==> config.mk <==
export PLATFORM = sky130hd
export DESIGN_NAME = bp_me_cce_block_to_dword_stream_flat
export DESIGN_NICKNAME = d
export VERILOG_FILES = /design/src/rtl/bp_me_cce_block_to_dword_stream_if.sv /design/src/rtl/bp_me_cce_block_to_dword_stream.sv /design/src/flat_wrapper.sv
export SDC_FILE = /design/constraint.sdc
export NUM_CORES = 2
export LEC_CHECK = 0
export BUFFER_PORTS_ARGS = -buffer_cell sky130_fd_sc_hd__buf_4
export CELL_PAD_IN_SITES_DETAIL_PLACEMENT = 0
export CELL_PAD_IN_SITES_GLOBAL_PLACEMENT = 2
export CORE_AREA = 8 8 515 517
export CTS_BUF_LIST = sky130_fd_sc_hd__clkbuf_4
export CTS_CLUSTER_SIZE = 25
export DETAILED_ROUTE_END_ITERATION = 7
export DIE_AREA = 0 0 523 525
export GPL_TIMING_DRIVEN = 0
export PLACE_DENSITY = 0.44
export SLEW_MARGIN = 20
export SYNTH_ARGS = -nofsm -noshare
export SYNTH_HDL_FRONTEND = slang
export SYNTH_SLANG_ARGS = --single-unit
==> constraint.sdc <==
create_clock -name clk_i -period 117.9 [get_ports clk_i]
set_input_delay 23.58 -clock clk_i [delete_from_list [all_inputs] [get_ports clk_i]]
set_output_delay 23.58 -clock clk_i [all_outputs]
set_load 0.005 [all_outputs]
==> src/rtl/bp_me_cce_block_to_dword_stream_if.sv <==
`default_nettype none
// ============================================================================
// Module      : bp_me_cce_block_to_dword_stream_if
// Description : Command/response link with valid/ready commands and
//               valid/yumi responses; shared by the block and dword sides.
// Revision    : 1.0 - initial release
// ============================================================================
interface bp_me_cce_block_to_dword_stream_if #(
    parameter int HDR_WIDTH  = 47,
    parameter int DATA_WIDTH = 64
);
    logic [HDR_WIDTH-1:0]  cmd_header;
    logic [DATA_WIDTH-1:0] cmd_data;
    logic                  cmd_v;
    logic                  cmd_ready;
    logic                  cmd_lock;
    logic [HDR_WIDTH-1:0]  resp_header;
    logic [DATA_WIDTH-1:0] resp_data;
    logic                  resp_v;
    logic                  resp_yumi;
    logic                  resp_lock;

    modport master (
        output cmd_header, cmd_data, cmd_v, cmd_lock,
        input  cmd_ready,
        input  resp_header, resp_data, resp_v, resp_lock,
        output resp_yumi
    );

    modport slave (
        input  cmd_header, cmd_data, cmd_v, cmd_lock,
        output cmd_ready,
        output resp_header, resp_data, resp_v, resp_lock,
        input  resp_yumi
    );
endinterface
`default_nettype wire

==> src/rtl/bp_me_cce_block_to_dword_stream.sv <==
`default_nettype none
// ============================================================================
// Module      : bp_me_cce_block_to_dword_stream
// Description : Splits a block memory command into locked dword beats and
//               reassembles the per-beat responses into one block response.
// Revision    : 1.0 - initial release
// ============================================================================
module bp_me_cce_block_to_dword_stream #(
    parameter int PADDR_WIDTH = 40,
    parameter int BLOCK_WIDTH = 512,
    parameter int DWORD_WIDTH = 64
) (
    input  wire logic                          clk_i,
    input  wire logic                          reset_i,
    bp_me_cce_block_to_dword_stream_if.slave   mem,
    bp_me_cce_block_to_dword_stream_if.master  stream
);
    localparam int c_beats    = BLOCK_WIDTH / DWORD_WIDTH;
    localparam int c_word_w   = $clog2(c_beats);
    localparam int c_cnt_w    = c_word_w + 1;
    localparam int c_byte_off = $clog2(DWORD_WIDTH / 8);
    localparam int c_hdr_w    = PADDR_WIDTH + 7;
    localparam int c_size_lsb = PADDR_WIDTH;
    localparam logic [2:0] c_size_dword = 3'(c_byte_off);

    typedef enum logic [1:0] {
        e_ready = 2'd0,
        e_busy  = 2'd1,
        e_resp  = 2'd2
    } state_e;

    state_e                   r_state, w_state_nxt;
    logic [c_hdr_w-1:0]       r_cmd_header;
    logic [BLOCK_WIDTH-1:0]   r_cmd_data;
    logic [BLOCK_WIDTH-1:0]   r_resp_data;
    logic [c_cnt_w-1:0]       r_n_beats, r_cmd_cnt, r_resp_cnt;
    logic [c_cnt_w-1:0]       w_n_beats, w_cmd_cnt_nxt, w_resp_cnt_nxt;
    logic [2:0]               w_cmd_size;
    logic                     w_cmd_accept, w_beat_fire, w_resp_fire;

    // Multi-beat commands walk the block critical-word-first, wrapping at the block boundary.
    function automatic logic [c_hdr_w-1:0] f_beat_header(
        input logic [c_hdr_w-1:0]  hdr,
        input logic [c_cnt_w-1:0]  n_beats,
        input logic [c_word_w-1:0] idx
    );
        logic [c_hdr_w-1:0] beat;
        beat = hdr;
        if (n_beats > c_cnt_w'(1)) begin
            beat[c_byte_off +: c_word_w] = hdr[c_byte_off +: c_word_w] + idx;
            beat[c_byte_off-1:0]         = '0;
            beat[c_size_lsb +: 3]        = c_size_dword;
        end
        return beat;
    endfunction

    assign w_cmd_size = mem.cmd_header[c_size_lsb +: 3];

    always_comb begin
        w_n_beats = c_cnt_w'(1);
        if (w_cmd_size > c_size_dword) begin
            if ((w_cmd_size - c_size_dword) >= 3'(c_word_w)) begin
                w_n_beats = c_cnt_w'(c_beats);
            end else begin
                w_n_beats = c_cnt_w'(1) << (w_cmd_size - c_size_dword);
            end
        end
    end

    assign mem.cmd_ready     = (r_state == e_ready) & ~reset_i;
    assign w_cmd_accept      = mem.cmd_v & mem.cmd_ready;
    assign mem.resp_v        = (r_state == e_resp);
    assign mem.resp_header   = r_cmd_header;
    assign mem.resp_data     = r_resp_data;
    assign mem.resp_lock     = 1'b0;

    assign stream.cmd_v      = (r_state == e_busy) && (r_cmd_cnt < r_n_beats);
    assign stream.cmd_header = f_beat_header(r_cmd_header, r_n_beats, r_cmd_cnt[c_word_w-1:0]);
    assign stream.cmd_data   = r_cmd_data[r_cmd_cnt[c_word_w-1:0]*DWORD_WIDTH +: DWORD_WIDTH];
    assign stream.cmd_lock   = stream.cmd_v && (r_cmd_cnt != (r_n_beats - c_cnt_w'(1)));
    assign w_beat_fire       = stream.cmd_v & stream.cmd_ready;

    assign stream.resp_yumi  = (r_state == e_busy) & stream.resp_v;
    assign w_resp_fire       = stream.resp_yumi;

    assign w_cmd_cnt_nxt     = r_cmd_cnt + c_cnt_w'(w_beat_fire);
    assign w_resp_cnt_nxt    = r_resp_cnt + c_cnt_w'(w_resp_fire);

    always_ff @(posedge clk_i or posedge reset_i) begin
        if (reset_i) begin
            r_state <= e_ready;
        end else begin
            r_state <= w_state_nxt;
        end
    end

    always_comb begin
        w_state_nxt = r_state;
        case (r_state)
            e_ready: if (w_cmd_accept) w_state_nxt = e_busy;
            e_busy:  if ((w_cmd_cnt_nxt == r_n_beats) && (w_resp_cnt_nxt == r_n_beats))
                         w_state_nxt = e_resp;
            e_resp:  if (mem.resp_yumi) w_state_nxt = e_ready;
            default: w_state_nxt = e_ready;
        endcase
    end

    always_ff @(posedge clk_i or posedge reset_i) begin
        if (reset_i) begin
            r_cmd_header <= '0;
            r_cmd_data   <= '0;
            r_resp_data  <= '0;
            r_n_beats    <= '0;
            r_cmd_cnt    <= '0;
            r_resp_cnt   <= '0;
        end else begin
            if (w_cmd_accept) begin
                r_cmd_header <= mem.cmd_header;
                r_cmd_data   <= mem.cmd_data;
                r_n_beats    <= w_n_beats;
                r_cmd_cnt    <= '0;
                r_resp_cnt   <= '0;
            end else begin
                r_cmd_cnt    <= w_cmd_cnt_nxt;
                r_resp_cnt   <= w_resp_cnt_nxt;
            end
            // A single-beat response fills every slot so any dword of the block reads it back.
            if (w_resp_fire) begin
                if (r_n_beats == c_cnt_w'(1)) begin
                    for (int i = 0; i < c_beats; i++) begin
                        r_resp_data[i*DWORD_WIDTH +: DWORD_WIDTH] <= stream.resp_data;
                    end
                end else begin
                    r_resp_data[r_resp_cnt[c_word_w-1:0]*DWORD_WIDTH +: DWORD_WIDTH] <= stream.resp_data;
                end
            end
        end
    end

    a_resp_overflow: assert property (@(posedge clk_i) disable iff (reset_i)
        w_resp_fire |-> (r_resp_cnt < r_n_beats));
    a_resp_lock: assert property (@(posedge clk_i) disable iff (reset_i)
        (w_resp_fire && (r_resp_cnt != (r_n_beats - c_cnt_w'(1)))) |-> stream.resp_lock);
    a_resp_header: assert property (@(posedge clk_i) disable iff (reset_i)
        w_resp_fire |-> (stream.resp_header ==
                         f_beat_header(r_cmd_header, r_n_beats, r_resp_cnt[c_word_w-1:0])));
    a_block_cmd_unlocked: assert property (@(posedge clk_i) disable iff (reset_i)
        mem.cmd_v |-> !mem.cmd_lock);
endmodule
`default_nettype wire

==> src/flat_wrapper.sv <==
// flat-port wrapper written by rule: the top's interface ports become plain ports
module bp_me_cce_block_to_dword_stream_flat 
#(
    parameter int PADDR_WIDTH = 40,
    parameter int BLOCK_WIDTH = 512,
    parameter int DWORD_WIDTH = 64
)
  (clk_i, reset_i, mem_cmd_header, mem_cmd_data, mem_cmd_v, mem_cmd_lock, mem_cmd_ready, mem_resp_header, mem_resp_data, mem_resp_v, mem_resp_lock, mem_resp_yumi, stream_cmd_header, stream_cmd_data, stream_cmd_v, stream_cmd_lock, stream_cmd_ready, stream_resp_header, stream_resp_data, stream_resp_v, stream_resp_lock, stream_resp_yumi);
  bp_me_cce_block_to_dword_stream_if #(.HDR_WIDTH(47), .DATA_WIDTH(512)) mem_i ();
  bp_me_cce_block_to_dword_stream_if #(.HDR_WIDTH(47), .DATA_WIDTH(64)) stream_i ();
  input  wire logic clk_i;
  input  wire logic reset_i;
  input wire logic [$bits(mem_i.cmd_header)-1:0] mem_cmd_header;
  input wire logic [$bits(mem_i.cmd_data)-1:0] mem_cmd_data;
  input wire logic [$bits(mem_i.cmd_v)-1:0] mem_cmd_v;
  input wire logic [$bits(mem_i.cmd_lock)-1:0] mem_cmd_lock;
  output wire logic [$bits(mem_i.cmd_ready)-1:0] mem_cmd_ready;
  output wire logic [$bits(mem_i.resp_header)-1:0] mem_resp_header;
  output wire logic [$bits(mem_i.resp_data)-1:0] mem_resp_data;
  output wire logic [$bits(mem_i.resp_v)-1:0] mem_resp_v;
  output wire logic [$bits(mem_i.resp_lock)-1:0] mem_resp_lock;
  input wire logic [$bits(mem_i.resp_yumi)-1:0] mem_resp_yumi;
  output wire logic [$bits(stream_i.cmd_header)-1:0] stream_cmd_header;
  output wire logic [$bits(stream_i.cmd_data)-1:0] stream_cmd_data;
  output wire logic [$bits(stream_i.cmd_v)-1:0] stream_cmd_v;
  output wire logic [$bits(stream_i.cmd_lock)-1:0] stream_cmd_lock;
  input wire logic [$bits(stream_i.cmd_ready)-1:0] stream_cmd_ready;
  input wire logic [$bits(stream_i.resp_header)-1:0] stream_resp_header;
  input wire logic [$bits(stream_i.resp_data)-1:0] stream_resp_data;
  input wire logic [$bits(stream_i.resp_v)-1:0] stream_resp_v;
  input wire logic [$bits(stream_i.resp_lock)-1:0] stream_resp_lock;
  output wire logic [$bits(stream_i.resp_yumi)-1:0] stream_resp_yumi;
  assign mem_i.cmd_header = mem_cmd_header;
  assign mem_i.cmd_data = mem_cmd_data;
  assign mem_i.cmd_v = mem_cmd_v;
  assign mem_i.cmd_lock = mem_cmd_lock;
  assign mem_cmd_ready = mem_i.cmd_ready;
  assign mem_resp_header = mem_i.resp_header;
  assign mem_resp_data = mem_i.resp_data;
  assign mem_resp_v = mem_i.resp_v;
  assign mem_resp_lock = mem_i.resp_lock;
  assign mem_i.resp_yumi = mem_resp_yumi;
  assign stream_cmd_header = stream_i.cmd_header;
  assign stream_cmd_data = stream_i.cmd_data;
  assign stream_cmd_v = stream_i.cmd_v;
  assign stream_cmd_lock = stream_i.cmd_lock;
  assign stream_i.cmd_ready = stream_cmd_ready;
  assign stream_i.resp_header = stream_resp_header;
  assign stream_i.resp_data = stream_resp_data;
  assign stream_i.resp_v = stream_resp_v;
  assign stream_i.resp_lock = stream_resp_lock;
  assign stream_resp_yumi = stream_i.resp_yumi;
  bp_me_cce_block_to_dword_stream #(.PADDR_WIDTH(PADDR_WIDTH), .BLOCK_WIDTH(BLOCK_WIDTH), .DWORD_WIDTH(DWORD_WIDTH)) u_core (.clk_i(clk_i), .reset_i(reset_i), .mem(mem_i), .stream(stream_i));
endmodule
==> out/qor.csv <==
stage,metric,value,unit
pwr,power.density,29.6,nW/um^2
placement,place_congestion,0.798,
sta,setup_tns,0,ns
floorplanning,fp.coreArea,258000,sq um
clocking,cts_resized,0,
sta,holdWs,0.470,ns
pwr,total_power,1.91,mW
clocking,clk_pin_slew,0.06,ns
floorplanning,initial_core_util,17.6,%
worst_setup_path,worstReg2RegStart,u_core.r_cmd_cnt[0],
drt,vias,36508,
global_routing,grt_max_degree,91,
sta,worst_pin_slew,0.986,ns
synth,synth.distinct_cells,41,
floorplanning,die-area,275000,sq um
floorplanning,row_count,187,
finish,final_cells,9191,
worst_setup_path,critPathRequiredTime,94.32,ns
placement,port_buffers,1303,
synth,synth_nets,4545,
finish,area_growth_syn_to_layout,42.4,%
outcome,status,finished clean,
global_routing,grt_pass1_wl,366,mm
sta,fmax,20.8,MHz
finish,drive_gt1_share,43.2,%
worst_setup_path,crit_type,in -> out,
worst_setup_path,path_max_fanout,6,
clocking,postCtsHoldBufs,0,
worst_setup_path,crit_arrival,24.54,ns
sta,fin_skew,0.172,ns
sta,drv_slew,0,
global_routing,antenna_found_initial,105,
floorplanning,die_h,525,um
pwr,p_leak,31.7,nW
synth,avgSynthCellArea,11.8,sq um
global_routing,grt_usage,19.6,%
sta,worst_slack,69.78,ns
worst_setup_path,cp_slowest_cell,inv_2,
synth,ys_seq_elements,1085,
worst_setup_path,crit_start,stream_resp_v,
sta,finalHoldViolations,0,
synth,ys_seq_area_share,59.9,%
sta,setup_viol,0,
worst_setup_path,end_kind,primary output,
clocking,cts_sinks,1085,
sta,relSlewSlack,34.3,%
worst_setup_path,cp-start-kind,input port,
drt,dr.pass1.iters,5,
placement,dpl.hpwl,217,mm
global_routing,grt-ovfl-total,0,
floorplanning,die_w,523,um
worst_hold_path,min_from,u_core.r_cmd_data[216],
worst_setup_path,cp_top_family,buffers and inverters,
floorplanning,ios,1354,
synth,ys_warn_count,0,
worst_setup_path,critPathBufInv,3,
drt,wirelength,276,mm
drt,drtIter0Drc,1925,
worst_setup_path,crit_chain,"buf_4, nand3_2, inv_2, buf_4",
finish,final_cell_mix,"1,674 x nand2_1, 1,343 x buf_4, 1,085 x dfrtp_1",
clocking,cts_tree,yes,
placement,pre_cts_slack,69.68,ns
placement,dp_cells,8586,
worst_setup_path,critPathMostFrequentCell,buf_4,
drt,antenna_left,0,
sta,post-route-period-util,40.8,%
sta,post-route-min-period,48.12,ns
clocking,post_cts_buffers,0,
finish,nNetsFinal,6247,
worst_setup_path,slowest_delay,0.32,ns
sta,rsz0062_at_grt,false,
drt,route.detailed.drc,0,
synth,syn_inst,3847,
global_routing,grt_pass1_vias,39241,
run,maxCapViolations,0,
clocking,cts_made_buffers,363,
clocking,clock_latency,1.39,ns
pwr,irDropWorstVdd,0.0000198,V
clocking,cts_root_buffer,clkbuf_4,
clocking,htreeDepth,5,
finish,final_common_cell,nand2_1,
drt,wire_per_inst,30.0,um
synth,syn_area,45300,sq um
clocking,clockBufferDepth,4,
drt,viasPerCell,3.97,
worst_hold_path,worstHoldPathType,reg -> reg,
## final timing paths
path,depth (start not counted),slack (ns),to
max,4,69.78,stream_resp_yumi
min,2,0.47,u_core.r_cmd_data[216]
max reg2reg,16,113.00,u_core.r_state[0]
min reg2reg,2,0.47,u_core.r_cmd_data[216]
max in group asynchronous,6,93.34,u_core.r_cmd_data[511]
min in group asynchronous,2,22.39,u_core.r_cmd_data[319]
## Yosys cell counts, drive strengths merged
library cell  number  share of area [%]
clkbuf           105               0.87
or3                4              0.055
inv               22               0.18
xnor2              7               0.14
nor2b              1              0.014
ha                19               0.52
a41oi              1              0.036
a21oi              1              0.011
fa                 1              0.044
conb               1             0.0083
dfrtp           1085                 60
and2              14               0.19
xor2               4              0.077
nor3               8              0.099
a211oi             2              0.033
a31oi              5               0.14
a222oi             1              0.022
o22ai              3              0.041
nand2b             4              0.055
mux4             128                6.4
and3               2              0.028
o21ai             11               0.20
nor2              12               0.18
a31o               1              0.019
nand2           1674                 14
mux2             577                 14
nand3              7              0.088
buf              146                2.4
o41a               1              0.025
## stage by stage
stage	utilization, %	instance area, sq um
2_1_floorplan	-	45300
3_3_place_gp	23.0	59300
3_5_place_dp	23.4	60200
4_1_cts	25.0	64400
5_1_grt	25.0	64500
6_report	25.0	64500
## worst reg2reg max path, stage by stage, from the launching register on
cell and delay (ns):
dfrtp_1 0.57, buf_2 0.73, buf_2 0.76, inv_1 0.16, ha_1 0.23, nor2b_1 0.10
o21ai_0 0.09, nand2b_1 0.07, a211oi_1 0.13, and2_1 0.23, ha_1 0.20, ha_1 0.19
xor2_1 0.16, or3_1 0.32, a222oi_1 0.34, o21ai_1 0.23, a31o_2 0.30
## registers in the layout (all words and copies together), names as in the netlist
| name | cells |
|---|---|
| u_core.mem.resp_data | 512 |
| u_core.r_cmd_data | 512 |
| u_core.mem.resp_header | 47 |
| u_core.r_cmd_cnt | 4 |
| u_core.r_n_beats | 4 |
| u_core.r_resp_cnt | 4 |
| u_core.r_state | 2 |
## area by class of cell
cell class	instances	area (sq um)
inverter	22	90.1
multi-input combinational	2489	16600
clock inverter	41	308
fill	27944	193000
sequential	1085	27200
timing repair buffer	1337	10600
clock buffer	514	3860
tap	3402	4260
antenna	50	125
buffer	251	1510
## where the power goes
part           internal (mW)  switching [mW]
registers              0.557           0.114
clock network          0.206           0.182
logic                  0.410           0.438
total                   1.17           0.734
## layer usage
layer / global-route usage (%) / vias to the layer above / share of wire, %
met4: 6.26 / 60 / 3.1
met2: 33.3 / 1474 / 49
met1: 22.7 / 18260 / 39
li1: - / 16252 / -
met5: 0 / - / 0.14
met3: 7.34 / 462 / 8.4
## logic make-up after synthesis
| logic type | count (synthesis) | share of synthesized area (%) |
|---|---|---|
| XOR/XNOR | 11 | 0.213 |
| flip-flops | 1085 | 59.9 |
| AND/OR/NAND/NOR | 1726 | 14.6 |
| multiplexers | 705 | 20.7 |
| other | 1 | 0.00828 |
| buffers and inverters | 273 | 3.46 |
| AO/OA/AOI/OAI | 26 | 0.528 |
| adder cells (fa/ha/maj) | 20 | 0.569 |
(Power assumes the default switching activity.)
